[src/rtl/alu_pkg.sv]
// Shared constants for the ALU control block: operation codes, ALU_op classes,
// funct encodings and the multiplier state type.
package alu_pkg;

    localparam int OP_W = 4;

    // ALU operation codes driven to the ALU
    localparam logic [3:0] ALU_AND  = 4'b0000;
    localparam logic [3:0] ALU_OR   = 4'b0001;
    localparam logic [3:0] ALU_ADD  = 4'b0010;
    localparam logic [3:0] ALU_XOR  = 4'b0011;
    localparam logic [3:0] ALU_SUB  = 4'b0110;
    localparam logic [3:0] ALU_SLT  = 4'b0111;
    localparam logic [3:0] ALU_SLTU = 4'b1000;
    localparam logic [3:0] ALU_NOR  = 4'b1100;

    // ALU_op classes from the main control unit
    localparam logic [1:0] CLS_ADD   = 2'b00;
    localparam logic [1:0] CLS_SUB   = 2'b01;
    localparam logic [1:0] CLS_RTYPE = 2'b10;
    localparam logic [1:0] CLS_RSVD  = 2'b11;

    // R-type funct field encodings
    localparam logic [5:0] F_ADD   = 6'b100000;
    localparam logic [5:0] F_ADDU  = 6'b100001;
    localparam logic [5:0] F_SUB   = 6'b100010;
    localparam logic [5:0] F_SUBU  = 6'b100011;
    localparam logic [5:0] F_AND   = 6'b100100;
    localparam logic [5:0] F_OR    = 6'b100101;
    localparam logic [5:0] F_XOR   = 6'b100110;
    localparam logic [5:0] F_NOR   = 6'b100111;
    localparam logic [5:0] F_SLT   = 6'b101010;
    localparam logic [5:0] F_SLTU  = 6'b101011;
    localparam logic [5:0] F_JR    = 6'b001000;
    localparam logic [5:0] F_MULT  = 6'b011000;
    localparam logic [5:0] F_MULTU = 6'b011001;
    localparam logic [5:0] F_MFHI  = 6'b010000;
    localparam logic [5:0] F_MTHI  = 6'b010001;
    localparam logic [5:0] F_MFLO  = 6'b010010;
    localparam logic [5:0] F_MTLO  = 6'b010011;

    // Iterative multiplier sequencing
    typedef enum logic {
        MI_IDLE = 1'b0,
        MI_BUSY = 1'b1
    } mi_state_e;

endpackage

[src/rtl/mult_iter.sv]
// Iterative shift-add multiplier on unsigned magnitudes. One multiplier bit is
// consumed per clock; the final product is sign-corrected on the way out.
module mult_iter
    import alu_pkg::*;
#(
    parameter int WIDTH = 32
) (
    input  logic                 clk,
    input  logic                 rst_n,
    input  logic                 start,
    input  logic                 abort,
    input  logic [WIDTH-1:0]     mcand_in,
    input  logic [WIDTH-1:0]     mplier_in,
    input  logic                 sign_in,
    output logic                 busy_o,
    output logic                 done_o,
    output logic [2*WIDTH-1:0]   product_o
);

    localparam int CW = $clog2(WIDTH);
    localparam int PW = 2 * WIDTH;

    mi_state_e        state_q,  state_d;
    logic [CW-1:0]    count_q,  count_d;
    logic [WIDTH-1:0] mcand_q,  mcand_d;
    logic [WIDTH-1:0] mplier_q, mplier_d;
    logic [PW-1:0]    acc_q,    acc_d;
    logic             sign_q,   sign_d;

    logic [WIDTH:0]   step_sum;
    logic [PW-1:0]    acc_step;

    // State register: sequencing, operands and the running partial product
    always_ff @(posedge clk or negedge rst_n) begin
        if (!rst_n) begin
            state_q  <= MI_IDLE;
            count_q  <= '0;
            mcand_q  <= '0;
            mplier_q <= '0;
            acc_q    <= '0;
            sign_q   <= 1'b0;
        end else begin
            state_q  <= state_d;
            count_q  <= count_d;
            mcand_q  <= mcand_d;
            mplier_q <= mplier_d;
            acc_q    <= acc_d;
            sign_q   <= sign_d;
        end
    end

    // Next state: add the multiplicand into the upper half when the current
    // multiplier bit is set, then shift the whole accumulator right by one
    always_comb begin
        state_d  = state_q;
        count_d  = count_q;
        mcand_d  = mcand_q;
        mplier_d = mplier_q;
        acc_d    = acc_q;
        sign_d   = sign_q;
        done_o   = 1'b0;

        step_sum = {1'b0, acc_q[PW-1:WIDTH]} + (mplier_q[0] ? {1'b0, mcand_q} : '0);
        acc_step = {step_sum, acc_q[WIDTH-1:1]};

        case (state_q)
            MI_IDLE: begin
                if (start) begin
                    mcand_d  = mcand_in;
                    mplier_d = mplier_in;
                    sign_d   = sign_in;
                    acc_d    = '0;
                    count_d  = '0;
                    state_d  = MI_BUSY;
                end
            end
            MI_BUSY: begin
                if (abort) begin
                    // Operands stay put; the product simply never emerges
                    count_d = '0;
                    state_d = MI_IDLE;
                end else begin
                    acc_d    = acc_step;
                    mplier_d = mplier_q >> 1;
                    count_d  = count_q + CW'(1);
                    if (count_q == CW'(WIDTH - 1)) begin
                        count_d = '0;
                        state_d = MI_IDLE;
                        done_o  = 1'b1;
                    end
                end
            end
            default: state_d = MI_IDLE;
        endcase
    end

    // Product is only meaningful while done_o is high (the final step)
    assign product_o = sign_q ? (~acc_step + PW'(1)) : acc_step;
    assign busy_o    = (state_q == MI_BUSY);

endmodule

[src/rtl/alu_control_mc.sv]
// ALU control with full R-type decode, illegal-instruction flag, and an
// iterative multiplier owning the HI/LO registers.
module alu_control_mc
    import alu_pkg::*;
#(
    parameter int WIDTH = 32,
    parameter int OP_W  = alu_pkg::OP_W
) (
    input  logic             clk,
    input  logic             rst_n,
    input  logic             valid,
    input  logic [1:0]       ALU_op,
    input  logic [5:0]       funct,
    input  logic [WIDTH-1:0] a,
    input  logic [WIDTH-1:0] b,
    input  logic             flush,
    output logic [OP_W-1:0]  op,
    output logic             illegal,
    output logic             busy,
    output logic             stall,
    output logic             done,
    output logic [WIDTH-1:0] hi,
    output logic [WIDTH-1:0] lo
);

    logic [3:0]         op_code;
    logic               unknown;
    logic               is_rtype;
    logic               mult_sel;
    logic               hilo_sel;
    logic               signed_op;
    logic               issue;
    logic               idle_write;
    logic [WIDTH-1:0]   a_mag;
    logic [WIDTH-1:0]   b_mag;
    logic               prod_sign;
    logic               mul_busy;
    logic               mul_done;
    logic [2*WIDTH-1:0] mul_product;

    logic [WIDTH-1:0]   hi_q, hi_d;
    logic [WIDTH-1:0]   lo_q, lo_d;
    logic               done_q, done_d;

    // Operation decode: class first, then funct for R-type
    always_comb begin
        op_code = ALU_ADD;
        unknown = 1'b0;
        case (ALU_op)
            CLS_ADD: op_code = ALU_ADD;
            CLS_SUB: op_code = ALU_SUB;
            CLS_RTYPE: begin
                case (funct)
                    F_ADD, F_ADDU: op_code = ALU_ADD;
                    F_SUB, F_SUBU: op_code = ALU_SUB;
                    F_AND:         op_code = ALU_AND;
                    F_OR:          op_code = ALU_OR;
                    F_XOR:         op_code = ALU_XOR;
                    F_NOR:         op_code = ALU_NOR;
                    F_SLT:         op_code = ALU_SLT;
                    F_SLTU:        op_code = ALU_SLTU;
                    F_JR, F_MULT, F_MULTU,
                    F_MFHI, F_MFLO, F_MTHI, F_MTLO: op_code = ALU_ADD;
                    default:       unknown = 1'b1;
                endcase
            end
            default: unknown = 1'b1;
        endcase
    end

    assign op      = OP_W'(op_code);
    assign illegal = valid & unknown;

    // Instruction classes that interact with the multiplier / HI-LO
    always_comb begin
        is_rtype  = (ALU_op == CLS_RTYPE);
        mult_sel  = is_rtype & ((funct == F_MULT) | (funct == F_MULTU));
        hilo_sel  = is_rtype & ((funct == F_MFHI) | (funct == F_MFLO) |
                                (funct == F_MTHI) | (funct == F_MTLO));
        signed_op = (funct == F_MULT);
        stall     = mul_busy & valid & (mult_sel | hilo_sel);
        issue     = valid & mult_sel & ~mul_busy & ~flush;
        idle_write = valid & is_rtype & ~mul_busy & ~flush;
        // Magnitudes for signed multiply; the most-negative value maps to 2^(W-1)
        a_mag     = (signed_op && a[WIDTH-1]) ? (~a + WIDTH'(1)) : a;
        b_mag     = (signed_op && b[WIDTH-1]) ? (~b + WIDTH'(1)) : b;
        prod_sign = signed_op & (a[WIDTH-1] ^ b[WIDTH-1]);
    end

    mult_iter #(
        .WIDTH (WIDTH)
    ) u_mult_iter (
        .clk       (clk),
        .rst_n     (rst_n),
        .start     (issue),
        .abort     (flush),
        .mcand_in  (a_mag),
        .mplier_in (b_mag),
        .sign_in   (prod_sign),
        .busy_o    (mul_busy),
        .done_o    (mul_done),
        .product_o (mul_product)
    );

    // HI/LO update: product on completion, otherwise mthi/mtlo when idle
    always_comb begin
        hi_d   = hi_q;
        lo_d   = lo_q;
        done_d = mul_done;
        if (mul_done) begin
            hi_d = mul_product[2*WIDTH-1:WIDTH];
            lo_d = mul_product[WIDTH-1:0];
        end else if (idle_write && funct == F_MTHI) begin
            hi_d = a;
        end else if (idle_write && funct == F_MTLO) begin
            lo_d = a;
        end
    end

    // HI/LO and done-pulse registers
    always_ff @(posedge clk or negedge rst_n) begin
        if (!rst_n) begin
            hi_q   <= '0;
            lo_q   <= '0;
            done_q <= 1'b0;
        end else begin
            hi_q   <= hi_d;
            lo_q   <= lo_d;
            done_q <= done_d;
        end
    end

    assign busy = mul_busy;
    assign done = done_q;
    assign hi   = hi_q;
    assign lo   = lo_q;

endmodule

[config.mk]
export PLATFORM = sky130hd
export DESIGN_NAME = alu_control_mc
export DESIGN_NICKNAME = d
export VERILOG_FILES = /design/src/rtl/alu_pkg.sv /design/src/rtl/mult_iter.sv /design/src/rtl/alu_control_mc.sv
export SDC_FILE = /design/constraint.sdc
export NUM_CORES = 1
export LEC_CHECK = 0
export BUFFER_PORTS_ARGS = -buffer_cell sky130_fd_sc_hd__buf_2
export CAP_MARGIN = 20
export CORE_MARGIN = 2
export CORE_UTILIZATION = 25
export CTS_CLUSTER_SIZE = 14
export DETAILED_ROUTE_END_ITERATION = 6
export PLACE_DENSITY = 0.49
export SYNTH_ARGS = -nofsm -noshare
export SYNTH_HDL_FRONTEND = slang
export SYNTH_SLANG_ARGS = --single-unit
[constraint.sdc]
create_clock -name clk -period 8.6 [get_ports clk]
set_clock_uncertainty 0.2 [all_clocks]
set_input_delay 0 -clock clk [delete_from_list [all_inputs] [get_ports clk]]
set_output_delay 0 -clock clk [all_outputs]
set_load 0.05 [all_outputs]
==> metrics.md, run 1 <==
| Metric | Value |
|---|---|
| Run status | `finished clean` |
| Top fanout value on the critical path | `33` |
| CP cell instances | `and2_1 -> ha_1 -> nand2_1 -> o31ai_1 -> o21ai_0 -> a21oi_1 -> xor2_1 -> a2111oi_0 -> nand3_1 -> or3_4 -> o31a_1 -> nor3_1` |
| Setup TNS | `0 ns` |
| Number of synthesized flops with an enable pin | `0` |
| Clk sinks | `199` |
| Reg2reg start | `u_mult_iter.mplier_q[0]$_DFFE_PN0P_` |
| Cts bufs inserted | `17` |
| Post-synth ARST share | `between 90% and 100%` |
| Tot Pwr | `~2100 uW` |
| DR vias/cell | `between 4 and 5` |
| GPL Wtd Cong | `between 0.8 and 0.9` |
| Largest net degree at the start of global routing | `a little under 90` |
| Post-DRT Antenna Nets | `0` |
| Power Density | `around 130 mW/mm2` |
| CTS clk-pin slew, worst paths | `roughly 0.090 ns` |
| PostCTS Resize Cnt | `0` |
| Part of the cycle the worst path needs | `between 60% and 70%` |
| Mapped Nets | `1716` |
| CTS Hold Bufs | `94` |
| Tmin final | `~5.7 ns` |
| Mapped Cells | `approximately 1600` |
| Die span in y | `roughly 230 um` |
| DIE WIDTH | `between 200 and 250 um` |
| Final wirelength | `approximately 42000 um` |
| Reg2Reg Depth | `12` |
| Vias in the first global route | `around 12000` |
| Cell area after synthesis | `approximately 0.013 mm2` |
| Hold/Removal Path Class | `input port to register` |
| CP Class | `register to register` |
| Global-route usage over all layers | `15.5%` |
| Most common cell in the netlist | `nand2_1` |
| Vias post-DR | `approximately 12000` |
| Core Area | `0.0526 mm2` |
| Drt pass-1 iters | `5` |
| Startpoint types | `register` |
| Yosys cell types | `66` |
| Min-delay src | `flush` |
| Worst vdd rail ir drop | `approximately 170 uV` |
| Syn_area_per_cell | `8.32 um2` |
| Top-area cell type share of the netlist area | `37.4%` |
| WHS Path Cells | `5` |
| Post-synth top cells | `nand2_1, o21ai_0, dfrtp_1, a21oi_1, clkbuf_1` |
| Reg2reg end | `hi[31]$_DFFE_PN0P_` |
| Worst Path Required | `8.82 ns` |
| Final Hold Vio Count | `0` |
| Leakage power | `between 0.007 and 0.008 uW` |
| RSZ-0062 raised after global routing | `false` |
| IO Pins | `~150` |
| Slowest stage cell, crit path | `a2111oi_0` |
| Clock Latency Late Sink | `0.50 ns` |
| Yosys reg bits | `199` |
| Cell row count | `between 80 and 90` |
| Endpoints failing setup | `0` |
| H-tree Lvls | `4` |
| Remaining DRCs | `0` |
| Worst Tran Pin Value | `1.02 ns` |
| Worst Path Arrival | `between 5 and 6 ns` |
| Highest Clock Rate | `approximately 180 MHz` |
| Pins Over Slew Limit | `0` |
| Wire length of the first global-routing pass | `68100 um` |
| Synth Flop Type | `dfrtp_1` |
| Routed len/inst | `about 17 um` |
| Setup crit end kind | `register` |
| Hold Path Sink | `u_mult_iter.acc_q[38]$_DFFE_PN0P_` |
| Synth warn | `0` |
| Clk buf depth | `2` |
| Die Footprint | `between 0.05 and 0.06 mm2` |
| Initial antenna violation count | `1` |
| Main area contributors after synthesis | `dfrtp_1, o21ai_0, nand2_1` |
| Worst stage delay on the critical path | `0.92 ns` |
| Max-Cap Viols | `0` |
| Area leader, netlist | `dfrtp_1` |
| Nets@finish | `between 1500 and 2000` |
| CTS tree | `done` |
| Synthesis-to-finish area growth | `21.9%` |
| Total gr overflow | `0` |
| Setup bufs post-CTS | `0` |
| Root Buffer | `clkbuf_16` |
| Sequential element share of the synthesized area | `about 37%` |
| Relative slew slack | `between 20% and 30%` |
| Number of buffers added on ports | `147` |
| N_diodes | `0` |
| Layout cells sized above 1 | `between 10 and 15%` |
| DRT iter0 DRCs | `735` |
| Initial Utilization | `25.3%` |
| HPWL Detailed | `approximately 30000 um` |
| Flop2flop setup slack | `between 2 and 3 ns` |
| # fillers | `around 5600` |
through the flow:
step / utilization, % / hold WS [ns] / cell area, um2 / cells / setup WS, ns
after detailed placement: 27.9 / -0.136 / 14700 / 2349 / 2.96
after floorplan: - / -0.496 / 13300 / 1599 / 3.74
after CTS: 30.9 / 0.00392 / 16200 / 2475 / 2.92
after global placement: 27.9 / -0.144 / 14700 / 2349 / 3.01
after global routing: 30.9 / 0.0787 / 16200 / 2475 / 2.32
final: 30.9 / 0.0422 / 16200 / 2475 / 2.90
placed cells by master (no fill, tap or decap), types with 6 or more instances in the layout:
master | Yosys | routed
and3_1 | 6 | 6
nand3_1 | 40 | 40
a21o_1 | 11 | 11
nor2_1 | 83 | 82
xnor2_1 | 72 | 72
nand2b_1 | 13 | 12
inv_1 | 20 | 20
a22o_1 | 12 | 12
buf_4 | 0 | 14
mux2i_1 | 48 | 48
buf_2 | 1 | 146
nor3_1 | 22 | 22
and4_1 | 7 | 7
a31oi_1 | 7 | 7
clkbuf_16 | 0 | 17
dlygate4sd3_1 | 0 | 93
dfrtp_1 | 199 | 197
or3_1 | 21 | 21
o41ai_1 | 18 | 18
nor4_1 | 11 | 11
xor2_1 | 67 | 67
o211ai_1 | 12 | 12
nor2b_1 | 27 | 25
a21oi_1 | 105 | 105
ha_1 | 40 | 40
nand4_1 | 7 | 7
nand2_1 | 260 | 260
o21ai_0 | 206 | 206
and2_1 | 40 | 40
a211oi_1 | 30 | 30
o31ai_1 | 34 | 34
or4_1 | 14 | 14
clkinv_8 | 0 | 6
cells by family after synthesis:
group | after synthesis | share of synthesized area [%]
adder cells (fa/ha/maj) | 41 | 3.91
XOR/XNOR | 140 | 9.28
AND/OR/NAND/NOR | 577 | 20.8
AO/OA/AOI/OAI | 471 | 21.3
flip-flops | 199 | 37.4
buffers and inverters | 120 | 3.45
multiplexers | 51 | 3.87
registers in the layout, summed over array words and instances, names as in the netlist:
| name | flops |
|---|---|
| u_mult_iter.acc_q | 63 |
| hi | 32 |
| lo | 32 |
| u_mult_iter.mcand_q | 32 |
| u_mult_iter.mplier_q | 32 |
| u_mult_iter.count_q | 5 |
| done | 1 |
| u_mult_iter.busy_o | 1 |
| u_mult_iter.sign_q | 1 |
cell type report:
| class | count | area (um2) | share of cell area [%] |
|---|---|---|---|
| inverter | 21 | 80.1 | 0.494 |
| tap | 688 | 861 | 5.31 |
| sequential | 199 | 4980 | 30.7 |
| multi-input combinational | 1280 | 7890 | 48.7 |
| clock buffer | 18 | 429 | 2.65 |
| timing repair buffer | 255 | 1810 | 11.2 |
| clock inverter | 14 | 165 | 1.02 |
metal layers:
metal  GRT usage (%)  vias to the layer above  share of wire, %
met3            2.71                       31               3.4
met1            20.9                     5865                48
met2            25.4                      225                47
met5               0                        -                 0
met4            4.20                        0               1.3
li1                -                     6029                 -
critical path, delay by kind of cell, from the launching register on:
family	cells	cell delay (ns)
AO/OA/AOI/OAI	5	2.55
AND/OR/NAND/NOR	5	1.56
flip-flops	1	0.74
adder cells (fa/ha/maj)	1	0.38
XOR/XNOR	1	0.18
power by group:
| part | internal (uW) | total (uW) | switching, uW |
|---|---|---|---|
| combinational | 107 | 288 | 181 |
| clock | 388 | 842 | 453 |
| sequential | 967 | 994 | 26.4 |
| total | 1460 | 2120 | 661 |
worst max-delay path by stage:
stage | from | to | slack [ns] | cells after the start
2_1_floorplan | u_mult_iter.mplier_q[0]$_DFFE_PN0P_ | hi[31]$_DFFE_PN0P_ | 3.74 | 15
3_3_place_gp | u_mult_iter.mplier_q[0]$_DFFE_PN0P_ | hi[31]$_DFFE_PN0P_ | 3.01 | 12
3_5_place_dp | u_mult_iter.mplier_q[0]$_DFFE_PN0P_ | hi[31]$_DFFE_PN0P_ | 2.96 | 12
4_1_cts | u_mult_iter.mplier_q[0]$_DFFE_PN0P_ | hi[31]$_DFFE_PN0P_ | 2.92 | 12
5_1_grt | u_mult_iter.mplier_q[0]$_DFFE_PN0P_ | hi[31]$_DFFE_PN0P_ | 2.32 | 12
6_report | u_mult_iter.mplier_q[0]$_DFFE_PN0P_ | hi[31]$_DFFE_PN0P_ | 2.90 | 12
Power figures use the tool's default switching activity.
==> run 2, diff against run 1 <==
PLACE_DENSITY = 0.5   (was 0.49)
clock period = 4.85 ns   (was 8.6 ns; I/O delays follow)
==> run 2 against run 1 <==
Routed wire length is 1.8% higher; critical path depth is 1 higher; non-clock buffer count is 31 higher; clock-buffer cell count is 2 higher.
==> metrics.md, run 2 (synthesized netlist as in run 1, its figures left out) <==
| Metric | Value |
|---|---|
| Run status | `finished clean` |
| Worst stage delay on the critical path | `0.53 ns (-0.39 ns)` |
| Comb pwr share | `14.5% (+0.9 points)` |
| Final Hold Vio Count | `0 (unchanged)` |
| Family with the most delay on the worst path | `simple AND/OR/NAND/NOR gates` |
| CP cell instances | `and2_1 -> ha_1 -> fa_2 -> xnor2_2 -> nand3_1 -> mux2_2 -> or4b_4 -> or3_4 -> or4_4 -> or2_4 -> or3_4 -> o31a_1 -> nor3_1` |
| Synthesis-to-finish area growth | `24.4%` |
| Number of buffers added on ports | `147 (unchanged)` |
| Worst vdd rail ir drop | `272 uV (+64%)` |
| Die Footprint | `0.0551 mm2 (unchanged)` |
| Clk sinks | `199 (unchanged)` |
| Initial Utilization | `25.3% (unchanged)` |
| Worst Path Required | `5.05 ns (-3.77 ns)` |
| Fin cells | `2506 (+1.3%)` |
| Most common cell after layout, fill and taps aside | `nand2_1` |
| Total gr overflow | `0 (unchanged)` |
| Cell row count | `84 (unchanged)` |
| Part of the cycle the worst path needs | `97.1% (+31 points)` |
| Worst Tran Pin Value | `0.956 ns (-0.0685 ns)` |
| DR vias/cell | `4.97 (+1.2%)` |
| HPWL Detailed | `30400 um (+2.8%)` |
| Reg with most FFs | `u_mult_iter.acc_q` |
| Slowest stage cell, crit path | `or4b_4` |
| H-tree Lvls | `4 (unchanged)` |
| Min-delay src | `funct[1]` |
| Pins Over Slew Limit | `0 (unchanged)` |
| Root Buffer | `clkbuf_16` |
| GPL Wtd Cong | `0.848 (+2.4%)` |
| Post-DRT Antenna Nets | `0 (unchanged)` |
| Flop pwr share | `46.3% (-0.5 points)` |
| Initial antenna violation count | `1 (unchanged)` |
| Critical path destination | `hi[31]$_DFFE_PN0P_` |
| CTS tree | `done` |
| Routed len/inst | `17.2 um (+0.54%)` |
| Reg2reg start | `u_mult_iter.mplier_q[0]$_DFFE_PN0P_` |
| Power Density | `229 mW/mm2 (+75%)` |
| Highest Clock Rate | `212 MHz (+21%)` |
| Switching Share | `29.6% (-1.6 points)` |
| Layout cells sized above 1 | `14.4% (+2.1 points)` |
| Max-Cap Viols | `0 (unchanged)` |
| Startpoint types | `register` |
| Die span in y | `235 um (unchanged)` |
| Core Area | `0.0526 mm2 (unchanged)` |
| CP Class | `register to register` |
| Remaining DRCs | `0 (unchanged)` |
| Endpoints failing setup | `0 (unchanged)` |
| Reg2reg end | `hi[31]$_DFFE_PN0P_` |
| N_diodes | `0 (unchanged)` |
| Nets@finish | `1922 (+1.6%)` |
| Vias post-DR | `12400 (+2.5%)` |
| Reg2Reg Depth | `13 (+1)` |
| Global-route usage over all layers | `15.5% (+0.052 points)` |
| Tmin final | `4.71 ns (-0.995 ns)` |
| Top cell by count, worst path | `or3_4` |
| DRT iter0 DRCs | `843 (+15%)` |
| Relative slew slack | `36.3% (+6.3 points)` |
| Worst setup startpoint | `u_mult_iter.mplier_q[0]$_DFFE_PN0P_` |
| P_int | `2670 uW (+82%)` |
| Final wirelength | `43000 um (+1.8%)` |
| DIE WIDTH | `235 um (unchanged)` |
| Drt pass-1 iters | `5 (unchanged)` |
| Hold/Removal Path Class | `input port to register` |
| Sw power | `1120 uW (+69%)` |
| Most frequent cells in the layout | `nand2_1, o21ai_0, dfrtp_1` |
| Top fanout value on the critical path | `5 (-85%)` |
| Worst path bufs/invs | `0 (unchanged)` |
| CTS clk-pin slew, worst paths | `0.08 ns (about the same)` |
| Vias in the first global route | `12200 (+0.41%)` |
| Worst Path Arrival | `4.91 ns (-1.01 ns)` |
| Setup TNS | `0 ns (unchanged)` |
| Leakage power | `0.00720 uW (+2.6%)` |
| Worst path depth | `13 (+1)` |
| Clk pwr share | `39.2% (-0.4 points)` |
| Wire length of the first global-routing pass | `68700 um (+0.83%)` |
| Max reg flops | `63 (unchanged)` |
| Clock Latency Late Sink | `0.49 ns (about the same)` |
| Largest net degree at the start of global routing | `88 (+1.1%)` |
| Cts bufs inserted | `17 (unchanged)` |
| Clk buf depth | `2 (unchanged)` |
| Flop2flop setup slack | `0.14 ns (-2.75 ns)` |
| Setup crit end kind | `register` |
| IO Pins | `148 (unchanged)` |
| Final core occ | `31.5% (+0.62 points)` |
| Placed cells | `2380 (+1.3%)` |
[run 2: changes by cell type in the layout (fill, tap and decap cells not counted), moves of 3 or more]
cell / before / now
buf_4: 14 / 45
clkinv_8: 6 / 1
a2111oi_0: 3 / 0
o41ai_1: 18 / 15
o41ai_2: 0 / 3
[run 2: worst min path at each step]
| stage | end | slack (ns) | depth (start not counted) |
|---|---|---|---|
| after global placement | u_mult_iter.mplier_q[28]$_DFFE_PN0P_ | -0.22 | 1 |
| after global routing | lo[1]$_DFFE_PN0P_ | 0.11 | 5 |
| after CTS | lo[1]$_DFFE_PN0P_ | 0.07 | 5 |
| final | lo[1]$_DFFE_PN0P_ | 0.09 | 5 |
| after detailed placement | u_mult_iter.mplier_q[28]$_DFFE_PN0P_ | -0.21 | 1 |
| after floorplan | done$_DFF_PN0_ | -0.50 | 0 |
[run 2: area by class of cell]
class	count	area, um2
multi-input combinational	1280	7980
tap	688	861
timing repair buffer	286	2060
clock inverter	12	136
inverter	21	80.1
clock buffer	20	447
fill	5645	36000
sequential	199	4980
[run 2: power groups by stage]
stage,Combinational [uW],Sequential [uW],Clock (uW)
global placement,481,1780,0
floorplan,225,1820,0
CTS,545,1750,1530
finish,549,1750,1490
detailed placement,486,1790,0
global route,605,1760,1590
[run 2: routing by layer]
| layer | share of wire, % | global-route usage, % | vias up |
|---|---|---|---|
| met5 | 0 | 0 | - |
| met4 | 1.8 | 4.66 | 0 |
| met2 | 48 | 25.3 | 281 |
| met3 | 4.4 | 2.70 | 43 |
| met1 | 46 | 20.9 | 6048 |
| li1 | - | - | 6076 |
[run 2: worst reg2reg max path, stage by stage (launching register included)]
cell	delay (ns)
dfrtp_1	0.40
and2_1	0.15
ha_1	0.22
fa_2	0.43
xnor2_2	0.22
nand3_1	0.10
mux2_2	0.32
or4b_4	0.53
or3_4	0.39
or4_4	0.52
or2_4	0.26
or3_4	0.37
o31a_1	0.31
nor3_1	0.19
[run 2: what timing repair did]
| action | in CTS | in global routing |
|---|---|---|
| pin swaps | 0 | 3 |
| resized for setup | 1 | 16 |
| gates cloned | 0 | 0 |
| hold buffers | 92 | 0 |
| hold endpoints to repair | 313 | 0 |
| setup buffers | 0 | 2 |
| endpoints found under the setup margin | 2 | 15 |
[run 2: metrics by stage]
stage	setup slack, ns	cell area, um2	total power [uW]	hold slack, ns
final	0.141	16500	3790	0.0895
after CTS	0.0878	16400	3830	0.0652
after global routing	-0.00507	16500	3950	0.111
after floorplan	0.0119	13300	2050	-0.496
after detailed placement	-0.0234	14900	2270	-0.215
after global placement	0.0946	14900	2270	-0.217
